===== src/rtl/sdram_arbiter.sv =====
// Two-port round-robin arbiter in front of the 68K-style SDRAM controller.
// Each grant holds the strobes for a fixed window covering refresh plus access.
module sdram_arbiter #(
   parameter int ACCESS_CYCLES = 18,
   parameter int GAP_CYCLES    = 2,
   parameter int ROUND_ROBIN   = 1
) (
   input  logic        clk100_mhz,
   input  logic        rst,
   input  logic        a_req,
   input  logic        a_we,
   input  logic [1:0]  a_be,
   input  logic [23:0] a_addr,
   input  logic [15:0] a_din,
   output logic        a_ack,
   output logic [15:0] a_dout,
   input  logic        b_req,
   input  logic        b_we,
   input  logic [1:0]  b_be,
   input  logic [23:0] b_addr,
   input  logic [15:0] b_din,
   output logic        b_ack,
   output logic [15:0] b_dout,
   output logic [23:0] m_addr,
   output logic [15:0] m_din,
   input  logic [15:0] m_dout,
   output logic        m_asn,
   output logic        m_udsn,
   output logic        m_ldsn,
   output logic        m_rw
);
   localparam int CNT_W = $clog2(ACCESS_CYCLES + GAP_CYCLES + 1);
   localparam logic [CNT_W-1:0] ACCESS_LOAD = CNT_W'(ACCESS_CYCLES - 1);
   localparam logic [CNT_W-1:0] GAP_LOAD    = CNT_W'(GAP_CYCLES - 1);

   typedef enum logic [1:0] {IDLE, ACCESS, GAP, NULLW} state_t;

   state_t           state_reg, state_next;
   logic [CNT_W-1:0] cnt_reg, cnt_next;
   logic [23:0]      addr_reg, addr_next;
   logic [15:0]      din_reg, din_next;
   logic             rw_reg, rw_next;
   logic [1:0]       be_reg, be_next;
   logic             grant_b_reg, grant_b_next;
   logic             last_b_reg, last_b_next;
   logic             a_ack_reg, a_ack_next;
   logic             b_ack_reg, b_ack_next;
   logic [15:0]      a_dout_reg, a_dout_next;
   logic [15:0]      b_dout_reg, b_dout_next;

   logic             pick_b;
   logic             sel_we;
   logic [1:0]       sel_be;
   logic             in_access;

   // B wins when alone, or on a tie when round-robin is on and A was served last
   assign pick_b = b_req && (!a_req || ((ROUND_ROBIN != 0) && !last_b_reg));
   assign sel_we = pick_b ? b_we : a_we;
   assign sel_be = pick_b ? b_be : a_be;

   always_ff @(posedge clk100_mhz) begin
      if (rst) begin
         state_reg   <= IDLE;
         cnt_reg     <= '0;
         addr_reg    <= '0;
         din_reg     <= '0;
         rw_reg      <= 1'b1;
         be_reg      <= '0;
         grant_b_reg <= 1'b0;
         last_b_reg  <= 1'b1;
         a_ack_reg   <= 1'b0;
         b_ack_reg   <= 1'b0;
         a_dout_reg  <= '0;
         b_dout_reg  <= '0;
      end else begin
         state_reg   <= state_next;
         cnt_reg     <= cnt_next;
         addr_reg    <= addr_next;
         din_reg     <= din_next;
         rw_reg      <= rw_next;
         be_reg      <= be_next;
         grant_b_reg <= grant_b_next;
         last_b_reg  <= last_b_next;
         a_ack_reg   <= a_ack_next;
         b_ack_reg   <= b_ack_next;
         a_dout_reg  <= a_dout_next;
         b_dout_reg  <= b_dout_next;
      end
   end

   always_comb begin
      state_next   = state_reg;
      cnt_next     = cnt_reg;
      addr_next    = addr_reg;
      din_next     = din_reg;
      rw_next      = rw_reg;
      be_next      = be_reg;
      grant_b_next = grant_b_reg;
      last_b_next  = last_b_reg;
      a_ack_next   = 1'b0;
      b_ack_next   = 1'b0;
      a_dout_next  = a_dout_reg;
      b_dout_next  = b_dout_reg;
      case (state_reg)
         IDLE: begin
            if (a_req || b_req) begin
               grant_b_next = pick_b;
               last_b_next  = pick_b;
               addr_next    = pick_b ? b_addr : a_addr;
               din_next     = pick_b ? b_din : a_din;
               rw_next      = ~sel_we;
               be_next      = sel_be;
               cnt_next     = ACCESS_LOAD;
               // A write with no byte lanes would stall the controller; skip it
               state_next   = (sel_we && (sel_be == 2'b00)) ? NULLW : ACCESS;
            end
         end
         ACCESS: begin
            if (cnt_reg == '0) begin
               if (rw_reg) begin
                  if (grant_b_reg) b_dout_next = m_dout;
                  else             a_dout_next = m_dout;
               end
               a_ack_next = ~grant_b_reg;
               b_ack_next = grant_b_reg;
               cnt_next   = GAP_LOAD;
               state_next = GAP;
            end else begin
               cnt_next = cnt_reg - 1'b1;
            end
         end
         NULLW: begin
            a_ack_next = ~grant_b_reg;
            b_ack_next = grant_b_reg;
            cnt_next   = GAP_LOAD;
            state_next = GAP;
         end
         GAP: begin
            if (cnt_reg == '0) state_next = IDLE;
            else               cnt_next   = cnt_reg - 1'b1;
         end
         default: state_next = IDLE;
      endcase
   end

   // Strobes decode straight from registered state, so asn and ds move together
   assign in_access = (state_reg == ACCESS);
   assign m_asn     = ~in_access;
   assign m_udsn    = ~(in_access && (rw_reg || be_reg[1]));
   assign m_ldsn    = ~(in_access && (rw_reg || be_reg[0]));
   assign m_rw      = rw_reg;
   assign m_addr    = addr_reg;
   assign m_din     = din_reg;
   assign a_ack     = a_ack_reg;
   assign b_ack     = b_ack_reg;
   assign a_dout    = a_dout_reg;
   assign b_dout    = b_dout_reg;
endmodule


===== config.mk =====
export PLATFORM = sky130hd
export DESIGN_NAME = sdram_arbiter
export DESIGN_NICKNAME = d
export VERILOG_FILES = /design/src/rtl/sdram_arbiter.sv
export SDC_FILE = /design/constraint.sdc
export NUM_CORES = 1
export LEC_CHECK = 0
export ABC_AREA = 1
export CORE_MARGIN = 5
export CORE_UTILIZATION = 43
export CTS_CLUSTER_SIZE = 25
export DETAILED_ROUTE_END_ITERATION = 10
export PLACE_DENSITY = 0.83
export SLEW_MARGIN = 0
export SYNTH_ARGS = -nofsm -noshare
export SYNTH_HDL_FRONTEND = slang
export SYNTH_SLANG_ARGS = --single-unit

===== constraint.sdc =====
create_clock -name clk100_mhz -period 4.6 [get_ports clk100_mhz]
set_clock_uncertainty 0.1 [all_clocks]
set_input_delay 0.92 -clock clk100_mhz [delete_from_list [all_inputs] [get_ports clk100_mhz]]
set_output_delay 0.92 -clock clk100_mhz [all_outputs]
set_load 0.03 [all_outputs]

==> qor.yml <==
outcome: "finished clean"
synth-seq-cells: 86
synth-edff-count: 0
slew_headroom_pct: 19.2
avgSynthCellArea_um2: 7.66
fin_nets: 741
drt_iter0_drc: 166
start_util_pct: 43.7
rr_startpoint: "state_reg[1]"
clk_path_buf_depth: 2
grt_setup_unrepaired: "false"
synthArstFlopShare_pct: 0
ctsHoldBuffers: 0
worst_r2r_endpoint: "m_din[15]"
tns_ns: 0
path_clk_slew_ns: 0.09
crit_chain: "inv_2 -> nor2_4 -> o21ai_0 -> clkdlybuf4s50_1"
holdPathStages: 2
startpoint_type: "flip-flop"
crit_fanout: 7
maxSlewViolCount: 0
fin_cells: 744
syn_area_mm2: 0.00355
synth.most_common_cell: "nand2_1"
diodes: 0
cts_resized: 0
drc: 0
cts_made_buffers: 9
ir_drop_v: 0.000255
critPathSlowestCell: "clkdlybuf4s50_1"
die_area_mm2: 0.0102
first_global_vias: 3766
antenna_found_initial: 0
cts-root-buf: "clkbuf_8"
ys_seq_area_share_pct: 48.5
synthCells: 464
crit_required_ns: 3.58
drt_pass1_iterations: 5
core_mm2: 0.00813
crit_arrival_ns: 1.80
fin_crit_sh_pct: 61.2
hp-class: "reg -> reg"
synth_ff_type: "dfxtp_1"
htree_levels: 3
min_to: "a_dout[6]"
wl_per_cell_um: 14.7
ios: 184
fmax_mhz: 355
synth_top_area_share_pct: 48.5
max_stage_delay_ns: 0.63
hpwl_um: 8100
endpoint_kind: "primary output"
wirelength_um: 10900
clk_latency_ns: 0.34
hp-start: "a_dout[6]"
areaGrowthSynthToFinish_pct: 58.1
grt_overflow: 0
crit_buf_inv: 2
timing.critical_path.depth: 4
ant_nets: 0
place_congestion: 0.823
layout_min_cycle_time_ns: 2.82
largest_reg_flops: 24
leakage_nw: 2.12
crit_type: "reg -> out"
synthTopCellsByCount: "nand2_1, dfxtp_1, o21ai_0"
worst_slew_pin_slew_ns: 1.21
synth_warnings: 0
grt_pass1_wl_um: 17500
r2r_cells: 6
numPortBuffers: 183
post_cts_buffers: 0
dieHeight_um: 101
drive_gt1_share_pct: 8.45
dp.cells: 728
cts_sinks: 86
die_w_um: 101
drv_cap: 0
rows: 33
hold_violations: 0
vias: 3793
synth_nets: 571
cp_top_family: "buffers and inverters"
synth_cell_types: 25
synth_area_leaders: "dfxtp_1, nand2_1, o21ai_0"
setup_viol: 0
total_power_w: 0.00242
grt_max_degree: 49
fillCellCount: 635
grt.total_usage_pct: 21.1
reg2reg_slack_ns: 2.54
power_per_cell_area_mw_per_mm2: 432
cts_tree: "built"
viasPerCell: 5.10
yosys.area.top_type: "dfxtp_1"
how the worst max path moves through the flow:
| stage | from | endpoint |
|---|---|---|
| 6_report | state_reg[0] | m_udsn |
| 5_1_grt | a_req | m_addr[19] |
| 4_1_cts | state_reg[0] | m_udsn |
| 3_5_place_dp | b_req | m_din[15] |
| 3_3_place_gp | rst | cnt_reg[2] |
| 2_1_floorplan | m_rw | m_ldsn |
routing by layer:
layer	up-vias	share of wire, %	GRT usage [%]
li1	1889	-	-
met1	1708	40	25.4
met2	184	47	34.3
met3	12	12	7.96
met4	0	1.5	8.18
met5	-	0	0
report_power, final:
part / leakage, nW / total (W) / internal, W / switching [W]
combinational: 1.32 / 0.000940 / 0.000381 / 0.000559
sequential: 0.706 / 0.000945 / 0.000869 / 0.0000761
clock: 0.101 / 0.000539 / 0.000258 / 0.000281
cells by family (layout without fill, tap and decap cells):
| family | after synthesis | after routing | share of synthesized area [%] |
|---|---|---|---|
| buffers and inverters | 48 | 223 | 6.16 |
| AO/OA/AOI/OAI | 133 | 133 | 21.5 |
| adder cells (fa/ha/maj) | 1 | 1 | 0.352 |
| AND/OR/NAND/NOR | 196 | 196 | 23.5 |
| flip-flops | 86 | 86 | 48.5 |
layout make-up:
type                    count  area (um^2)  area share, %
inverters                  19         72.6           1.29
flip-flops and latches     86         1720           30.7
repair buffers            188         1870           33.3
multi-input cells         330         1620           28.8
clock buffers               9          124           2.21
well taps                 105          131           2.34
clock inverters             7         77.6           1.38
metrics by stage:
step / setup WS (ns) / area, um^2 / utilization, % / hold slack (ns)
3_5_place_dp: 1.51 / 5410 / 66.6 / 0.362
4_1_cts: 1.77 / 5620 / 69.0 / 0.377
6_report: 1.78 / 5620 / 69.0 / 0.372
3_3_place_gp: 1.61 / 5410 / 66.6 / 0.355
2_1_floorplan: 2.36 / 3550 / - / 0.329
5_1_grt: 1.62 / 5620 / 69.0 / 0.394
worst reg2reg max path: stages, from the launching register on:
cell and delay (ns):
dfxtp_1 0.37, inv_2 0.09, nand2_1 0.12, a21oi_4 0.62, buf_4 0.40, o21ai_0 0.11
a31oi_1 0.18
layout by cell type (no fill, tap or decap):
master,instances
clkbuf_8,9
dfxtp_1,86
bufinv_16,1
clkinv_1,1
o21ai_1,3
inv_6,4
nand3_1,6
a31oi_1,42
nand4_1,1
clkinvlp_4,1
a21oi_4,1
inv_1,12
clkinv_2,2
a21oi_1,13
nand3_2,1
o21ai_0,63
inv_2,5
nor3_1,4
nand2_1,131
buf_4,5
nand2_2,10
clkdlybuf4s50_1,183
nand4_4,2
nand3b_1,1
nor2_1,38
ha_1,1
a21oi_2,11
nor2_4,2
Power figures use the tool's default switching activity.
